**src/rtl/avg_pool_sched_if.sv**
```systemverilog
// avg_pool_sched_if: start/status, activation read, pool feed and
// output write signals of the average-pool sequencer.
interface avg_pool_sched_if #(
    parameter int DATA_WIDTH = 32,
    parameter int ADDR_WIDTH = 16,
    parameter int CH_WIDTH   = 10
);
    logic                  start;
    logic [ADDR_WIDTH-1:0] base_addr;
    logic [CH_WIDTH-1:0]   num_channels;
    logic                  busy;
    logic                  done;
    logic                  rd_en;
    logic [ADDR_WIDTH-1:0] rd_addr;
    logic [DATA_WIDTH-1:0] rd_data;
    logic                  pool_valid;
    logic [DATA_WIDTH-1:0] pool_data;
    logic                  pool_done;
    logic [DATA_WIDTH-1:0] pool_average;
    logic                  wr_en;
    logic [CH_WIDTH-1:0]   wr_addr;
    logic [DATA_WIDTH-1:0] wr_data;
    logic                  error;

    modport master (
        input  start, base_addr, num_channels, rd_data,
        input  pool_done, pool_average,
        output busy, done, rd_en, rd_addr, pool_valid, pool_data,
        output wr_en, wr_addr, wr_data, error
    );

    modport slave (
        output start, base_addr, num_channels, rd_data,
        output pool_done, pool_average,
        input  busy, done, rd_en, rd_addr, pool_valid, pool_data,
        input  wr_en, wr_addr, wr_data, error
    );
endinterface

```
**src/rtl/avg_pool_sched.sv**
```systemverilog
// avg_pool_sched: walks channels, feeds avg_pool, writes one average per channel.
// Optional WAIT_DONE watchdog: define AVG_POOL_SCHED_TIMEOUT_EN.
module avg_pool_sched #(
    parameter int DATA_WIDTH = 32,
    parameter int ADDR_WIDTH = 16,
    parameter int CH_WIDTH   = 10,
    parameter int POINTS     = 49
`ifdef AVG_POOL_SCHED_TIMEOUT_EN
    ,
    parameter int TIMEOUT_CYCLES = 64
`endif
) (
    input  logic             clock,
    input  logic             reset,
    avg_pool_sched_if.master bus
);
    localparam int PT_W = $clog2(POINTS + 1);

    typedef enum logic [2:0] {
        IDLE,
        STREAM,
        WAIT_DONE,
        WRITE,
        FINISH
    } state_t;

    state_t                state_q, state_d;
    logic [ADDR_WIDTH-1:0] addr_q, addr_d;
    logic [CH_WIDTH-1:0]   limit_q, limit_d;
    logic [CH_WIDTH-1:0]   ch_idx_q, ch_idx_d;
    logic [PT_W-1:0]       pt_q, pt_d;
    logic [DATA_WIDTH-1:0] avg_q, avg_d;
    logic                  pool_valid_q, pool_valid_d;
`ifdef AVG_POOL_SCHED_TIMEOUT_EN
    localparam int TO_W = $clog2(TIMEOUT_CYCLES + 1);
    logic [TO_W-1:0]       to_q, to_d;
    logic                  error_q, error_d;
`endif

    // Next-state and datapath update for the channel sequencer
    always_comb begin
        state_d      = state_q;
        addr_d       = addr_q;
        limit_d      = limit_q;
        ch_idx_d     = ch_idx_q;
        pt_d         = pt_q;
        avg_d        = avg_q;
        pool_valid_d = (state_q == STREAM);
`ifdef AVG_POOL_SCHED_TIMEOUT_EN
        to_d         = '0;
        error_d      = error_q;
`endif
        unique case (state_q)
            IDLE: begin
                if (bus.start) begin
                    addr_d   = bus.base_addr;
                    limit_d  = bus.num_channels;
                    ch_idx_d = '0;
                    pt_d     = '0;
`ifdef AVG_POOL_SCHED_TIMEOUT_EN
                    error_d  = 1'b0;
`endif
                    state_d  = (bus.num_channels == '0) ? FINISH : STREAM;
                end
            end
            STREAM: begin
                // address keeps running across channels: layout is contiguous
                addr_d = addr_q + ADDR_WIDTH'(1);
                if (pt_q == PT_W'(POINTS - 1)) begin
                    pt_d    = '0;
                    state_d = WAIT_DONE;
                end else begin
                    pt_d = pt_q + PT_W'(1);
                end
            end
            WAIT_DONE: begin
                if (bus.pool_done) begin
                    avg_d   = bus.pool_average;
                    state_d = WRITE;
                end
`ifdef AVG_POOL_SCHED_TIMEOUT_EN
                else if (to_q == TO_W'(TIMEOUT_CYCLES - 1)) begin
                    avg_d   = '0;
                    error_d = 1'b1;
                    state_d = WRITE;
                end else begin
                    to_d = to_q + TO_W'(1);
                end
`endif
            end
            WRITE: begin
                if (ch_idx_q == limit_q - CH_WIDTH'(1)) begin
                    state_d = FINISH;
                end else begin
                    ch_idx_d = ch_idx_q + CH_WIDTH'(1);
                    state_d  = STREAM;
                end
            end
            FINISH: begin
                state_d = IDLE;
            end
            default: begin
                state_d = IDLE;
            end
        endcase
    end

    // State and counter registers with synchronous reset
    always_ff @(posedge clock) begin
        if (reset) begin
            state_q      <= IDLE;
            addr_q       <= '0;
            limit_q      <= '0;
            ch_idx_q     <= '0;
            pt_q         <= '0;
            avg_q        <= '0;
            pool_valid_q <= 1'b0;
`ifdef AVG_POOL_SCHED_TIMEOUT_EN
            to_q         <= '0;
            error_q      <= 1'b0;
`endif
        end else begin
            state_q      <= state_d;
            addr_q       <= addr_d;
            limit_q      <= limit_d;
            ch_idx_q     <= ch_idx_d;
            pt_q         <= pt_d;
            avg_q        <= avg_d;
            pool_valid_q <= pool_valid_d;
`ifdef AVG_POOL_SCHED_TIMEOUT_EN
            to_q         <= to_d;
            error_q      <= error_d;
`endif
        end
    end

    assign bus.busy       = (state_q != IDLE);
    assign bus.done       = (state_q == FINISH);
    assign bus.rd_en      = (state_q == STREAM);
    assign bus.rd_addr    = addr_q;
    assign bus.pool_valid = pool_valid_q;
    // read data is forwarded in its arrival cycle; zero when not valid
    assign bus.pool_data  = pool_valid_q ? bus.rd_data : '0;
    assign bus.wr_en      = (state_q == WRITE);
    assign bus.wr_addr    = ch_idx_q;
    assign bus.wr_data    = avg_q;
`ifdef AVG_POOL_SCHED_TIMEOUT_EN
    assign bus.error      = error_q;
`else
    assign bus.error      = 1'b0;
`endif
endmodule

```
**src/flat_wrapper.sv**
```systemverilog
// flat-port wrapper written by rule: the top's interface ports become plain ports
module avg_pool_sched_flat 
#(
    parameter int DATA_WIDTH = 32,
    parameter int ADDR_WIDTH = 16,
    parameter int CH_WIDTH   = 10,
    parameter int POINTS     = 49

)
  (clock, reset, bus_start, bus_base_addr, bus_num_channels, bus_rd_data, bus_pool_done, bus_pool_average, bus_busy, bus_done, bus_rd_en, bus_rd_addr, bus_pool_valid, bus_pool_data, bus_wr_en, bus_wr_addr, bus_wr_data, bus_error);
  avg_pool_sched_if #(.DATA_WIDTH(DATA_WIDTH), .ADDR_WIDTH(ADDR_WIDTH), .CH_WIDTH(CH_WIDTH)) bus_i ();
  input  logic clock;
  input  logic reset;
  input wire logic [$bits(bus_i.start)-1:0] bus_start;
  input wire logic [$bits(bus_i.base_addr)-1:0] bus_base_addr;
  input wire logic [$bits(bus_i.num_channels)-1:0] bus_num_channels;
  input wire logic [$bits(bus_i.rd_data)-1:0] bus_rd_data;
  input wire logic [$bits(bus_i.pool_done)-1:0] bus_pool_done;
  input wire logic [$bits(bus_i.pool_average)-1:0] bus_pool_average;
  output wire logic [$bits(bus_i.busy)-1:0] bus_busy;
  output wire logic [$bits(bus_i.done)-1:0] bus_done;
  output wire logic [$bits(bus_i.rd_en)-1:0] bus_rd_en;
  output wire logic [$bits(bus_i.rd_addr)-1:0] bus_rd_addr;
  output wire logic [$bits(bus_i.pool_valid)-1:0] bus_pool_valid;
  output wire logic [$bits(bus_i.pool_data)-1:0] bus_pool_data;
  output wire logic [$bits(bus_i.wr_en)-1:0] bus_wr_en;
  output wire logic [$bits(bus_i.wr_addr)-1:0] bus_wr_addr;
  output wire logic [$bits(bus_i.wr_data)-1:0] bus_wr_data;
  output wire logic [$bits(bus_i.error)-1:0] bus_error;
  assign bus_i.start = bus_start;
  assign bus_i.base_addr = bus_base_addr;
  assign bus_i.num_channels = bus_num_channels;
  assign bus_i.rd_data = bus_rd_data;
  assign bus_i.pool_done = bus_pool_done;
  assign bus_i.pool_average = bus_pool_average;
  assign bus_busy = bus_i.busy;
  assign bus_done = bus_i.done;
  assign bus_rd_en = bus_i.rd_en;
  assign bus_rd_addr = bus_i.rd_addr;
  assign bus_pool_valid = bus_i.pool_valid;
  assign bus_pool_data = bus_i.pool_data;
  assign bus_wr_en = bus_i.wr_en;
  assign bus_wr_addr = bus_i.wr_addr;
  assign bus_wr_data = bus_i.wr_data;
  assign bus_error = bus_i.error;
  avg_pool_sched #(.DATA_WIDTH(DATA_WIDTH), .ADDR_WIDTH(ADDR_WIDTH), .CH_WIDTH(CH_WIDTH), .POINTS(POINTS)) u_core (.clock(clock), .reset(reset), .bus(bus_i));
endmodule
```
**config.mk**
```make
export PLATFORM = sky130hd
export DESIGN_NAME = avg_pool_sched_flat
export DESIGN_NICKNAME = d
export VERILOG_FILES = /design/src/rtl/avg_pool_sched_if.sv /design/src/rtl/avg_pool_sched.sv /design/src/flat_wrapper.sv
export SDC_FILE = /design/constraint.sdc
export NUM_CORES = 1
export LEC_CHECK = 0
export CAP_MARGIN = 20
export CORE_MARGIN = 10
export CORE_UTILIZATION = 44
export CTS_CLUSTER_DIAMETER = 60
export DETAILED_ROUTE_END_ITERATION = 16
export HOLD_SLACK_MARGIN = 0.02
export PLACE_DENSITY = 0.87
export RECOVER_POWER = 100
export SETUP_SLACK_MARGIN = 0.2
export SYNTH_ARGS = -nofsm -noshare
export SYNTH_HDL_FRONTEND = slang
export SYNTH_SLANG_ARGS = --single-unit
```
**constraint.sdc**
```tcl
create_clock -name clock -period 4 [get_ports clock]
set_input_delay 1.2 -clock clock [delete_from_list [all_inputs] [get_ports clock]]
set_output_delay 1.2 -clock clock [all_outputs]
set_load 0.03 [all_outputs]
```
==> impl_metrics.py, run 1 <==
metrics = {
    "final_layout": {
        "fin_area_um2": 5910,
        "syn2layout_area_growth_pct": 54.8,
        "fillerInstances": 651,
        "fin_nets": 775,
        "n_antenna_cell": 0,
        "drive_above_1_share_pct": 3.52,
    },
    "clock_tree": {
        "clockBufferDepth": 2,
        "cts.repair.resized": 0,
        "post_cts_buffers": 0,
        "clk_pin_slew_ns": 0.07,
        "clk-insertion-delay-late_ns": 0.35,
        "htree_num_levels": 3,
        "cts_buffers": 9,
        "ctsHoldBuffers": 0,
        "clkSinkCount": 78,
        "cts_tree": "built",
        "root_buffer": "clkbuf_8",
    },
    "routing": {
        "drtAntennaViolNets": 0,
        "drc": 0,
        "drt_first_pass_iters": 4,
        "drt_iter0_drc": 195,
        "via_count": 4246,
        "routed_wl_um": 13300,
        "wl_per_cell_um": 16.9,
        "via_per_inst": 5.40,
    },
    "power": {
        "comb_power_share_pct": 22.7,
        "clockPowerShare_pct": 31.1,
        "power.switching_uw": 565,
        "intPower_uw": 1260,
        "seqPwrFrac_pct": 46.3,
        "leakagePower_uw": 0.00238,
        "p_per_area_nw_per_um2": 309,
        "switching_share_pct": 30.9,
        "ir_drop_v": 0.000237,
    },
    "sta": {
        "slew_violations": 18,
        "clock_skew_ns": 0.0149,
        "period_share_pct": 93.6,
        "finalSetupViolations": 0,
        "fin_crit_ns": 3.74,
        "finalHoldViolCount": 0,
        "max_clock_freq_mhz": 267,
        "setup_tns_ns": 0,
        "hold-worst-slack_ns": 0.452,
        "rsz0062_at_grt": "false",
        "relSlewSlack_pct": -3.50,
        "finalWorstSetupSlack_ns": 0.256,
        "max_slew.worst_pin.slew_ns": 1.54,
    },
    "critical_path": {
        "cp-start-kind": "input port",
        "end_kind": "primary output",
        "crit_type": "in -> out",
        "crit_fanout": 1,
        "cp_data_required_time_ns": 2.80,
        "crit_arrival_ns": 2.54,
    },
    "global_route": {
        "grt-ovfl-total": 0,
        "grtUsageTotal_pct": 19.8,
        "grt_max_degree": 70,
        "grt_pass1_vias": 4033,
        "grt_pass1_wl_um": 21200,
        "antenna_found_initial": 0,
    },
    "run_status": {
        "outcome": "complete, but fails checks",
        "violations": "max-capacitance violations, max-slew violations",
    },
    "placement": {
        "pre_cts_ws_ns": 0.323,
        "dpl-instance-area_um2": 5750,
        "globalplace.congestion": 0.810,
        "portBuffers": 188,
        "dpl.hpwl_um": 10500,
    },
    "logic_synthesis": {
        "syn_avg_cell_area_um2": 7.64,
        "synth-edff-count": 0,
        "ys_warn_count": 0,
        "synthFlopType": "dfxtp_1",
        "ys_seq_area_share_pct": 40.9,
        "synthesis.area_um2": 3820,
        "async_flop_share_pct": 0,
        "syn-instance-count": 500,
        "ys_ff_latch": 78,
        "yosysUniqueCellTypes": 52,
        "synth_nets": 599,
    },
    "job": {
        "drv_cap": 1,
    },
    "worst_hold_path": {
        "hp-class": "reg -> reg",
    },
    "floorplan": {
        "initial_core_util_pct": 45.8,
        "io_pins": 190,
        "row_count": 33,
        "die_h_um": 113,
        "coreArea_um2": 8340,
        "die-area_um2": 12800,
        "die_x_um": 113,
    },
}
==> synthesized netlist by cell type, types with 2 or more instances <==
| cell type | n | share of area, % |
|---|---|---|
| a2111oi_0 | 4 | 0.92 |
| a211oi_1 | 4 | 0.79 |
| a21oi_1 | 70 | 9.2 |
| a22oi_1 | 2 | 0.39 |
| a311oi_1 | 4 | 0.92 |
| a41oi_1 | 2 | 0.46 |
| and2_1 | 36 | 5.9 |
| and3_1 | 9 | 1.5 |
| buf_4 | 2 | 0.39 |
| clkbuf_1 | 25 | 2.5 |
| dfxtp_1 | 78 | 41 |
| ha_1 | 5 | 1.6 |
| inv_1 | 10 | 0.98 |
| mux2i_1 | 2 | 0.52 |
| nand2_1 | 106 | 10 |
| nand2b_1 | 2 | 0.33 |
| nand3_1 | 19 | 2.5 |
| nand4_1 | 3 | 0.49 |
| nor2_1 | 33 | 3.2 |
| nor2b_1 | 2 | 0.33 |
| nor3_1 | 16 | 2.1 |
| nor3b_1 | 3 | 0.59 |
| nor4_1 | 4 | 0.65 |
| nor4b_1 | 2 | 0.46 |
| o21a_1 | 2 | 0.39 |
| o21ai_0 | 9 | 1.2 |
| o21ai_1 | 7 | 0.92 |
| o31a_1 | 2 | 0.46 |
| o31ai_1 | 2 | 0.39 |
| or3_1 | 5 | 0.82 |
| or4_1 | 2 | 0.39 |
| xnor2_1 | 8 | 1.8 |
==> worst paths after layout <==
| path | slack [ns] | depth (start not counted) | from | to |
|---|---|---|---|---|
| worst max-delay path | 0.26 | 3 | bus_rd_data[31] | bus_pool_data[31] |
| worst max register to register | 0.52 | 9 | u_core.limit_q[0]$_SDFFE_PP0P_ | u_core.bus.wr_addr[9]$_SDFFE_PP0P_ |
| worst min-delay path | 0.45 | 2 | u_core.bus.wr_data[18]$_SDFFE_PP0P_ | u_core.bus.wr_data[18]$_SDFFE_PP0P_ |
| worst min register to register | 0.45 | 2 | u_core.bus.wr_data[18]$_SDFFE_PP0P_ | u_core.bus.wr_data[18]$_SDFFE_PP0P_ |
==> final cells by class <==
type / count / area [µm²] / area share, %
inverters: 11 / 41.3 / 0.698
clock buffers: 11 / 151 / 2.56
flip-flops and latches: 78 / 1560 / 26.4
multi-input cells: 383 / 2090 / 35.3
repair buffers: 193 / 1900 / 32.2
well taps: 105 / 131 / 2.22
clock inverters: 5 / 40.0 / 0.677
==> sequential cells by signal, summed over array words and instances (netlist names) <==
signal / flops
u_core.bus.pool_valid: 1
u_core.bus.wr_data: 32
u_core.pt_q: 6
u_core.bus.rd_addr: 16
u_core.bus.wr_addr: 10
u_core.state_q: 3
u_core.limit_q: 10
==> logic make-up (layout without fill, tap and decap cells) <==
| logic type | after synthesis | in the layout | synth area share [%] |
|---|---|---|---|
| AOI/OAI and AO/OA | 120 | 120 | 19.6 |
| xor gates and xnor gates | 9 | 9 | 2.06 |
| buffers and inverters | 39 | 220 | 4.03 |
| DFF | 78 | 78 | 40.9 |
| and+or+nand+nor | 245 | 245 | 30.9 |
| other | 1 | 1 | 0.0982 |
| muxes | 3 | 3 | 0.819 |
| adders and majority gates | 5 | 5 | 1.64 |
==> worst max-delay path, stage by stage <==
cell and delay (ns):
clkdlybuf4s50_1 0.45, and2_1 0.12, dlygate4sd3_1 0.77
==> routing by layer <==
layer / part of all wire, % / track usage (%)
met5: 0 / 0
met3: 10 / 7.82
met2: 48 / 32.5
met4: 0.84 / 5.16
met1: 41 / 23.5
==> per-stage QoR <==
step | instances | util (%) | power, µW
after detailed placement | 770 | 69.0 | 1300
final | 786 | 70.9 | 1830
after global placement | 770 | 69.0 | 1290
after floorplan | 500 | - | 1090
after global routing | 786 | 70.9 | 1910
after CTS | 786 | 71.3 | 1860
==> layout by cell type (no fill, tap or decap), drive strengths merged, types with 3 or more instances in the layout <==
master,netlist,routed
nor3b,3,3
nor4,5,5
nand3,19,19
a211oi,4,4
clkinv,0,3
nand4,3,3
nor3,16,16
or3,5,5
nor2,34,34
a2111oi,4,4
o31ai,3,3
dlygate4sd3,0,95
and3,9,9
dfxtp,78,78
and2,36,36
clkbuf,25,15
nor4b,3,3
a21oi,70,70
ha,5,5
inv,11,13
o21ai,16,16
a311oi,4,4
nand2,106,106
clkdlybuf4s50,0,92
xnor2,8,8
==> power by group through the flow <==
stage,logic (µW),registers [µW],clock network [µW]
6_report,415,847,569
3_5_place_dp,436,864,0
5_1_grt,448,853,612
3_3_place_gp,425,861,0
2_1_floorplan,208,884,0
4_1_cts,437,846,581
Note: power is estimated with default switching activity, not from simulation.
==> inputs of run 2 (changes only) <==
--- a/config.mk
+++ b/config.mk
@@ -5,11 +5,14 @@
 export SDC_FILE = /design/constraint.sdc
 export NUM_CORES = 1
 export LEC_CHECK = 0
+export ABC_AREA = 1
+export ABC_CLOCK_PERIOD_IN_PS = 4000
 export CAP_MARGIN = 20
 export CORE_MARGIN = 10
-export CORE_UTILIZATION = 44
+export CORE_UTILIZATION = 46
 export CTS_CLUSTER_DIAMETER = 60
 export DETAILED_ROUTE_END_ITERATION = 16
+export GPL_TIMING_DRIVEN = 0
 export HOLD_SLACK_MARGIN = 0.02
 export PLACE_DENSITY = 0.87
 export RECOVER_POWER = 100
==> run 2 against run 1 <==
Against the previous run:
- the run now ends clean
- largest power group is now combinational cells
- maximum frequency decreased by 1.3%
- setup slack got worse by 0.050 ns
- highest routed layer unchanged
- global-route usage increased by 1.8 points
- synthesized cell count increased by 26%
- sequential share of layout area decreased by 2.3 points
- first-iteration DRC count increased by 110%
- final cell count increased by 20%
- final area increased by 9.5%
- critical path depth increased by 1
- sequential power increased by 22%
- non-clock buffer count increased by 25
==> impl_metrics.py, run 2 <==
metrics = {
    "run_status": {
        "outcome": "completed",
    },
    "logic_synthesis": {
        "synth-edff-count": 0,
        "synth_nets": 727,
        "syn-instance-count": 628,
        "synthesis.area_um2": 4310,
        "ys_warn_count": 0,
        "post-synth-top-area-cell": "dfxtp_1",
        "synthFlopType": "dfxtp_1",
        "synth-simple-area-share_pct": 32.9,
        "ys_ff_latch": 78,
        "yosysUniqueCellTypes": 43,
        "ys_top_cells_by_area": "dfxtp_1 36%, nand2_1 13%, a21oi_1 7.9%, nand3_1 7.1%, inv_1 5.9%",
        "async_flop_share_pct": 0,
        "yosys-top-cells-count": "148 x nand2_1, 78 x dfxtp_1, 68 x a21oi_1, 68 x inv_1, 61 x nand3_1",
        "synth_xor_area_share_pct": 3.25,
        "synth_top_family_by_area": "simple AND/OR/NAND/NOR gates",
        "ys_seq_area_share_pct": 36.2,
        "yosysMostFrequentCell": "nand2_1",
        "synthMuxAreaShare_pct": 0,
        "syn_avg_cell_area_um2": 6.87,
        "yosysTopAreaCellShare_pct": 36.2,
        "synth_compound_area_share_pct": 15.6,
        "synthAdderAreaFrac_pct": 1.45,
    },
    "critical_path": {
        "critPathLaunch": "bus_rd_data[16]",
        "crit_chain": "clkdlybuf4s50_1 > nand2_1 > inv_1 > dlygate4sd3_1",
        "critPathMaxStageDelay_ns": 0.76,
        "crit_fanout": 1,
        "end_kind": "primary output",
        "path_depth": 4,
        "crit_arrival_ns": 2.59,
        "reg2regPathDepth": 7,
        "path_buf_inv": 3,
        "cp_top_family": "buffers and inverters",
        "crit_type": "in -> out",
        "r2r-start": "u_core.state_q[2]$_SDFFE_PP0P_",
        "reg2reg_slack_ns": 1.68,
        "r2r_end": "u_core.limit_q[5]$_SDFFE_PP0P_",
        "crit_end": "bus_pool_data[16]",
        "cp-start-kind": "input port",
        "cp_data_required_time_ns": 2.80,
        "cpMaxStageDelayCell": "dlygate4sd3_1",
    },
    "sta": {
        "clock_skew_ns": 0.0168,
        "period_share_pct": 94.9,
        "slew_violations": 0,
        "finalSetupViolations": 0,
        "rsz0062_at_grt": "false",
        "relSlewSlack_pct": 49.9,
        "setup_tns_ns": 0,
        "max_clock_freq_mhz": 264,
        "finalHoldViolCount": 0,
        "max_slew.worst_pin.slew_ns": 0.748,
        "fin_crit_ns": 3.79,
    },
    "floorplan": {
        "initial_core_util_pct": 46.9,
        "die_h_um": 117,
        "die-area_um2": 13600,
        "die_x_um": 117,
        "row_count": 35,
        "coreArea_um2": 9200,
        "io_pins": 190,
    },
    "clock_tree": {
        "htree_num_levels": 3,
        "ctsHoldBuffers": 0,
        "cts.repair.resized": 0,
        "clk-insertion-delay-late_ns": 0.36,
        "root_buffer": "clkbuf_8",
        "cts_buffers": 9,
        "post_cts_buffers": 0,
        "clkSinkCount": 78,
        "clockBufferDepth": 2,
        "cts_tree": "built",
        "clk_pin_slew_ns": 0.09,
    },
    "final_layout": {
        "syn2layout_area_growth_pct": 50.3,
        "drive_above_1_share_pct": 7.59,
        "fin_cells": 942,
        "final_cell_mix": "148 x nand2_1, 97 x dlygate4sd3_1, 89 x clkdlybuf4s50_1",
        "layout_commonest_cell": "nand2_1",
        "fin_nets": 924,
        "largest_register_ff_count": 32,
    },
    "power": {
        "intPower_uw": 1750,
        "power.switching_uw": 1460,
        "leakagePower_uw": 0.00289,
        "seqPwrFrac_pct": 32.0,
        "switching_share_pct": 45.4,
        "comb_power_share_pct": 48.5,
        "p_per_area_nw_per_um2": 495,
        "clockPowerShare_pct": 19.5,
        "ir_drop_v": 0.000432,
        "power_uw": 3210,
    },
    "job": {
        "drv_cap": 0,
    },
    "routing": {
        "drt_first_pass_iters": 7,
        "drt_iter0_drc": 415,
        "drc": 0,
        "drtAntennaViolNets": 0,
        "via_per_inst": 5.32,
        "wl_per_cell_um": 16.3,
        "via_count": 5014,
        "routed_wl_um": 15400,
    },
    "placement": {
        "dpl.hpwl_um": 12200,
        "dp_cells": 925,
        "globalplace.congestion": 0.893,
        "portBuffers": 186,
    },
    "global_route": {
        "grt-ovfl-total": 0,
        "grtUsageTotal_pct": 21.6,
        "antenna_found_initial": 1,
        "grt_pass1_vias": 4906,
        "grt_pass1_wl_um": 23900,
        "grt_max_degree": 15,
    },
    "worst_hold_path": {
        "hp-class": "reg -> reg",
    },
}
-- run 2: changes by cell type in the layout (fill, tap and decap cells not counted), moves of 9 or more --
cell	delta
inv_1	+59
nand2_1	+42
nand3_1	+42
and2_1	-34
clkbuf_1	+21
nand3_2	+11
nor3_1	-10
and3_1	-9
inv_2	+9
xor2_1	+9
-- run 2: cell families (layout without fill, tap and decap cells) --
logic type,Yosys count,after routing
AO/OA/AOI/OAI,119,119
XOR/XNOR,16,16
adder cells (fa/ha/maj),5,5
buffers and inverters,112,314
flip-flops,78,78
other,1,2
AND/OR/NAND/NOR,297,297
-- run 2: power groups by stage --
stage | logic (µW) | clock network, µW | registers [µW]
6_report | 1560 | 624 | 1030
2_1_floorplan | 880 | 0 | 1180
3_5_place_dp | 1620 | 0 | 1040
3_3_place_gp | 1580 | 0 | 1040
4_1_cts | 1630 | 629 | 1030
5_1_grt | 1710 | 665 | 1050
-- run 2: worst min-delay path by stage --
stage                                             start                             endpoint  slack, ns  depth (start not counted)
CTS                  u_core.bus.wr_data[3]$_SDFFE_PP0P_   u_core.bus.wr_data[3]$_SDFFE_PP0P_       0.47                          2
floorplan                   u_core.pt_q[5]$_SDFFE_PP0P_          u_core.pt_q[5]$_SDFFE_PP0P_       0.44                          2
global placement     u_core.bus.wr_data[3]$_SDFFE_PP0P_   u_core.bus.wr_data[3]$_SDFFE_PP0P_       0.45                          2
finish              u_core.bus.wr_data[12]$_SDFFE_PP0P_  u_core.bus.wr_data[12]$_SDFFE_PP0P_       0.46                          2
detailed placement   u_core.bus.wr_data[3]$_SDFFE_PP0P_   u_core.bus.wr_data[3]$_SDFFE_PP0P_       0.45                          2
global route         u_core.bus.wr_data[3]$_SDFFE_PP0P_   u_core.bus.wr_data[3]$_SDFFE_PP0P_       0.48                          2
-- run 2: worst min-delay path: cells and delay by family, from the launching register on --
family / cells / cell delay (ns)
compound gates: 1 / 0.05
simple gates: 1 / 0.06
flops: 1 / 0.31
-- run 2: routing by layer --
metal / vias to the layer above / GRT usage (%) / part of all wire, %
met5: - / 0 / 0
met4: 0 / 7.08 / 1.8
met3: 26 / 5.35 / 7.2
met2: 203 / 38.8 / 52
met1: 2347 / 24.3 / 39
li1: 2438 / - / -
-- run 2: final cells by class --
class	instances	area [µm²]
clock inverters	6	68.8
fillers	767	2720
repair buffers	186	1860
plain buffers	32	146
multi-input cells	438	2260
flip-flops and latches	78	1560
diodes	1	2.50
well taps	111	139
clock buffers	10	138
inverters	80	300
-- run 2: through the flow --
stage	area (µm²)	hold WS, ns	utilization, %	setup WS [ns]
finish	6480	0.462	70.4	0.206
global route	6480	0.485	70.4	0.163
CTS	6520	0.466	70.9	0.274
detailed placement	6310	0.453	68.6	0.283
global placement	6310	0.448	68.6	0.322
floorplan	4310	0.444	-	1.35
==> inputs of run 3 (changes only) <==
--- a/config.mk
+++ b/config.mk
@@ -9,12 +9,13 @@
 export ABC_CLOCK_PERIOD_IN_PS = 4000
 export CAP_MARGIN = 20
 export CORE_MARGIN = 10
-export CORE_UTILIZATION = 46
+export CORE_UTILIZATION = 60
 export CTS_CLUSTER_DIAMETER = 60
 export DETAILED_ROUTE_END_ITERATION = 16
+export DONT_BUFFER_PORTS = 1
 export GPL_TIMING_DRIVEN = 0
 export HOLD_SLACK_MARGIN = 0.02
-export PLACE_DENSITY = 0.87
+export PLACE_DENSITY = 0.76
 export RECOVER_POWER = 100
 export SETUP_SLACK_MARGIN = 0.2
 export SYNTH_ARGS = -nofsm -noshare
==> run 3 against run 2 <==
Against the previous run:
- critical path depth decreased by 2
- flip-flop and latch count stayed put
- first-iteration DRC count shrank 48%
- total power shrank 12%
- highest routed layer unchanged
==> impl_metrics.py, run 3 (synthesis gave the netlist of run 2 again) <==
metrics = {
    "placement": {
        "pre_cts_ws_ns": 1.29,
        "dpl-instance-area_um2": 4430,
        "dpl.hpwl_um": 10200,
        "portBuffers": 0,
        "globalplace.congestion": 0.896,
    },
    "floorplan": {
        "die_h_um": 105,
        "row_count": 30,
        "die_x_um": 105,
        "initial_core_util_pct": 62.4,
        "io_pins": 190,
        "die-area_um2": 11000,
        "coreArea_um2": 6910,
    },
    "critical_path": {
        "crit_type": "reg -> out",
        "cp-start-kind": "flip-flop",
        "crit_fanout": 10,
        "cp_top_family": "buffers and inverters",
        "cpMaxStageDelayCell": "clkbuf_1",
        "path_buf_inv": 1,
        "end_kind": "primary output",
        "crit_chain": "nor3_1 > clkbuf_1",
        "crit_arrival_ns": 2.00,
        "cp_data_required_time_ns": 2.80,
        "critPathMaxStageDelay_ns": 0.70,
    },
    "final_layout": {
        "n_antenna_cell": 0,
        "fin_area_um2": 4530,
        "final_cell_mix": "149 x nand2_1, 78 x dfxtp_1, 76 x a21oi_1",
        "fillerInstances": 666,
        "fin_nets": 738,
        "syn2layout_area_growth_pct": 5.17,
        "drive_above_1_share_pct": 8.85,
        "layout_commonest_cell": "nand2_1",
        "final_core_util_pct": 65.7,
        "largest_register_ff_count": 32,
    },
    "clock_tree": {
        "post_cts_buffers": 0,
        "cts_buffers": 9,
        "cts.repair.resized": 0,
        "cts_tree": "built",
        "clk-insertion-delay-late_ns": 0.36,
        "clkSinkCount": 78,
        "ctsHoldBuffers": 0,
        "clockBufferDepth": 2,
        "root_buffer": "clkbuf_8",
        "htree_num_levels": 3,
        "clk_pin_slew_ns": 0.09,
    },
    "worst_hold_path": {
        "hp-class": "reg -> reg",
    },
    "routing": {
        "drtAntennaViolNets": 0,
        "drt_iter0_drc": 217,
        "routed_wl_um": 12900,
        "wl_per_cell_um": 17.4,
        "drc": 0,
        "drt_first_pass_iters": 5,
        "via_per_inst": 5.58,
        "via_count": 4127,
    },
    "sta": {
        "relSlewSlack_pct": 29.7,
        "finalHoldViolCount": 0,
        "fin_crit_ns": 3.20,
        "max_clock_freq_mhz": 312,
        "slew_violations": 0,
        "max_slew.worst_pin.slew_ns": 1.05,
        "finalSetupViolations": 0,
        "rsz0062_at_grt": "false",
        "clock_skew_ns": 0.0110,
        "finalWorstSetupSlack_ns": 0.795,
        "setup_tns_ns": 0,
        "period_share_pct": 80.1,
    },
    "power": {
        "p_per_area_nw_per_um2": 622,
        "ir_drop_v": 0.000453,
        "leakagePower_uw": 0.00188,
    },
    "global_route": {
        "grt_max_degree": 17,
        "antenna_found_initial": 0,
        "grt_pass1_vias": 3850,
        "grtUsageTotal_pct": 22.0,
        "grt-ovfl-total": 0,
        "grt_pass1_wl_um": 20000,
    },
    "job": {
        "drv_cap": 0,
    },
    "run_status": {
        "outcome": "completed",
    },
}
run 3: where the power goes:
part,switching [µW],internal (µW)
logic,759,287
registers,304,900
clock network,332,238
run 3: final timing paths:
path	endpoint	from	cells after the start	slack (ns)
hold / removal	u_core.limit_q[4]$_SDFFE_PP0P_	u_core.limit_q[4]$_SDFFE_PP0P_	2	0.48
setup reg to reg	u_core.limit_q[8]$_SDFFE_PP0P_	u_core.state_q[2]$_SDFFE_PP0P_	7	1.26
setup / recovery	bus_rd_en	u_core.state_q[2]$_SDFFE_PP0P_	2	0.80
hold reg to reg	u_core.limit_q[4]$_SDFFE_PP0P_	u_core.limit_q[4]$_SDFFE_PP0P_	2	0.48
run 3: area by class of cell:
cell class              instances  area [µm²]  share of cell area (%)
flip-flops and latches         78        1560                    34.4
clock inverters                 7        61.3                    1.35
clock buffers                   9         124                    2.73
multi-input cells             438        2220                    49.0
well taps                      96         120                    2.65
inverters                      80         300                    6.62
plain buffers                  32         146                    3.23
run 3: through the flow:
step	hold WS (ns)	std cells	power [µW]
2_1_floorplan	0.444	628	2060
3_3_place_gp	0.456	724	2270
3_5_place_dp	0.468	724	2310
4_1_cts	0.481	740	2870
5_1_grt	0.500	740	3000
6_report	0.481	740	2820
run 3: worst reg2reg max path: stages, from the launching register on:
cell and delay (ns):
dfxtp_1 0.36, nor2_1 0.19, nand2_1 0.31, nor2_1 0.74, clkinv_1 0.29, clkbuf_1 0.28
clkbuf_1 0.30, a21oi_1 0.20
run 3: routing by layer:
metal	global-route usage, %	vias up	wire length [µm]
met3	8.97	14	1370
met4	7.65	0	189
met2	39.0	161	6600
li1	-	2067	-
met1	22.8	1885	4690
met5	0	-	0
==> patch, RTL diff (settings of run 2) <==
`CH_WIDTH` is set to 10 in 3 places; all go to 11.
--- a/src/rtl/avg_pool_sched_if.sv
+++ b/src/rtl/avg_pool_sched_if.sv
@@ -3,7 +3,7 @@
 interface avg_pool_sched_if #(
     parameter int DATA_WIDTH = 32,
     parameter int ADDR_WIDTH = 16,
-    parameter int CH_WIDTH   = 10
+    parameter int CH_WIDTH   = 11
 );
     logic                  start;
     logic [ADDR_WIDTH-1:0] base_addr;
--- a/src/rtl/avg_pool_sched.sv
+++ b/src/rtl/avg_pool_sched.sv
@@ -3,7 +3,7 @@
 module avg_pool_sched #(
     parameter int DATA_WIDTH = 32,
     parameter int ADDR_WIDTH = 16,
-    parameter int CH_WIDTH   = 10,
+    parameter int CH_WIDTH   = 11,
     parameter int POINTS     = 49
 `ifdef AVG_POOL_SCHED_TIMEOUT_EN
     ,
--- a/src/flat_wrapper.sv
+++ b/src/flat_wrapper.sv
@@ -3,7 +3,7 @@
 #(
     parameter int DATA_WIDTH = 32,
     parameter int ADDR_WIDTH = 16,
-    parameter int CH_WIDTH   = 10,
+    parameter int CH_WIDTH   = 11,
     parameter int POINTS     = 49
 
 )
Interface: changed (resized bus_num_channels and bus_wr_addr); port bits go from 190 to 192. No check against the original RTL was run, so the function may have changed too.
==> patch against run 2 <==
- setup slack better by 0.033 ns
- largest cell class unchanged
- wire length increased by 5.9%
- non-clock buffer count grew 5
- sequential cell count increased by 2
- count of clock-buffer cells in the layout is the same
- area after synthesis is 1.9% higher
- clock power fell by 7.2%
- design area up 1.9%
- power hardly changed
==> patch: results <==
[detailed_routing]
vias = 5115
detailedRoute.firstPassIterationCount = 5
drt_wl_total_mm = 16.30
drtIter0Drc = 354

[layout]
layout-drive-gt1-share = 0.05965
fin_nets = 950

[power]
internal_power_uw = 1721
power.leakage_uw = 0.002875
vdd_drop_max_mv = 0.3517

[yosys]
synth_compound_area_frac = 0.1592
synth-seq-area-share = 0.3646
synth_fp_nets = 750
synth_commonest_cells = nand2_1, dfxtp_1, inv_1, a21oi_1, nand3_1
async_flop_share = 0
synth_area_leaders = dfxtp_1, nand2_1, a21oi_1
synth-adder-area-share = 0.01424
synthXorXnorAreaFrac = 0.03987

[global_routing]
grt_max_degree = 16
grt_pass1_vias = 4961
grt_usage = 0.2204
grt_pass1_wl_mm = 25.39

[min_path]
hold_end = u_core.bus.wr_data[25]$_SDFFE_PP0P_
hp-start = u_core.bus.wr_data[25]$_SDFFE_PP0P_

[placed_design]
dpl-instance-area_um2 = 6446
portBuffers = 189
place_congestion = 0.9098
detailed_place_hpwl_mm = 13.07

[sta]
whs_ns = 0.4594
slew_headroom = 0.4157
finalClockSkew_ns = 0.01309

[setup_path]
r2r_end = u_core.bus.wr_addr[7]$_SDFFE_PP0P_
r2r-start = u_core.limit_q[0]$_SDFFE_PP0P_
r2r_slack_ns = 1.77
rr_worst_depth = 15
worstPathArrival_ns = 2.56

[clock_tree]
clock_latency_ns = 0.36

[run_status]
outcome = complete, no violations
## patch: cell types whose count changed in the layout (fill, tap and decap cells not counted), moves of 3 or more
| cell | change |
|---|---|
| clkdlybuf4s50_1 | +3 |
| inv_2 | -6 |
| nand2_1 | +18 |
| nand2_2 | -3 |
| nand3_1 | -11 |
| nor2_1 | +8 |
| nor3_1 | +6 |
| o21ai_0 | +5 |
| o21ai_1 | -4 |
| xnor2_1 | +3 |
## patch: through the flow
stage | setup WS [ns] | power, µW | std cells
final | 0.2389 | 3210 | 985
after global routing | 0.1816 | 3395 | 985
after CTS | 0.2973 | 3270 | 984
after detailed placement | 0.2973 | 2699 | 968
after global placement | 0.3128 | 2646 | 968
after floorplan | 1.350 | 2067 | 650
## patch: kinds of logic after synthesis
| family | count (synthesis) |
|---|---|
| other | 1 |
| xor gates and xnor gates | 20 |
| AOI/OAI and AO/OA | 124 |
| and+or+nand+nor | 310 |
| DFF | 80 |
| buffers and inverters | 110 |
| adders and majority gates | 5 |
## patch: layout make-up
cell class / count / area [µm²]
multi-input cells: 460 / 2316
diodes: 1 / 2.502
fillers: 785 / 2684
flip-flops and latches: 80 / 1602
well taps: 129 / 161.4
plain buffers: 34 / 153.9
clock inverters: 6 / 50.05
inverters: 76 / 285.3
repair buffers: 189 / 1892
clock buffers: 10 / 137.6
## patch: worst max path at each step
stage / start / to / cells past startpoint
after CTS: bus_rd_data[13] / bus_pool_data[13] / 4
after global routing: bus_rd_data[13] / bus_pool_data[13] / 4
final: bus_rd_data[13] / bus_pool_data[13] / 4
after floorplan: bus_rd_data[0] / bus_pool_data[0] / 2
after global placement: bus_rd_data[13] / bus_pool_data[13] / 4
after detailed placement: bus_rd_data[13] / bus_pool_data[13] / 4
## patch: power by group through the flow
stage               sequential [µW]  combinational (µW)  clock (µW)
floorplan                      1210                 857           0
global placement               1070                1580           0
detailed placement             1080                1620           0
CTS                            1060                1630         579
global route                   1080                1700         613
finish                         1060                1570         579
## patch: layer usage
metal / vias up / wire (µm) / GRT usage
li1: 2508 / - / -
met1: 2338 / 6094 / 0.2385
met2: 240 / 8532 / 0.4010
met3: 29 / 1273 / 0.06091
met4: 0 / 398 / 0.07496
met5: - / 0 / 0
## patch: worst max-delay path, cell delays in order
cell	delay, ns
clkdlybuf4s50_1	0.45
nand2_1	0.05
inv_1	0.10
dlygate4sd3_1	0.75
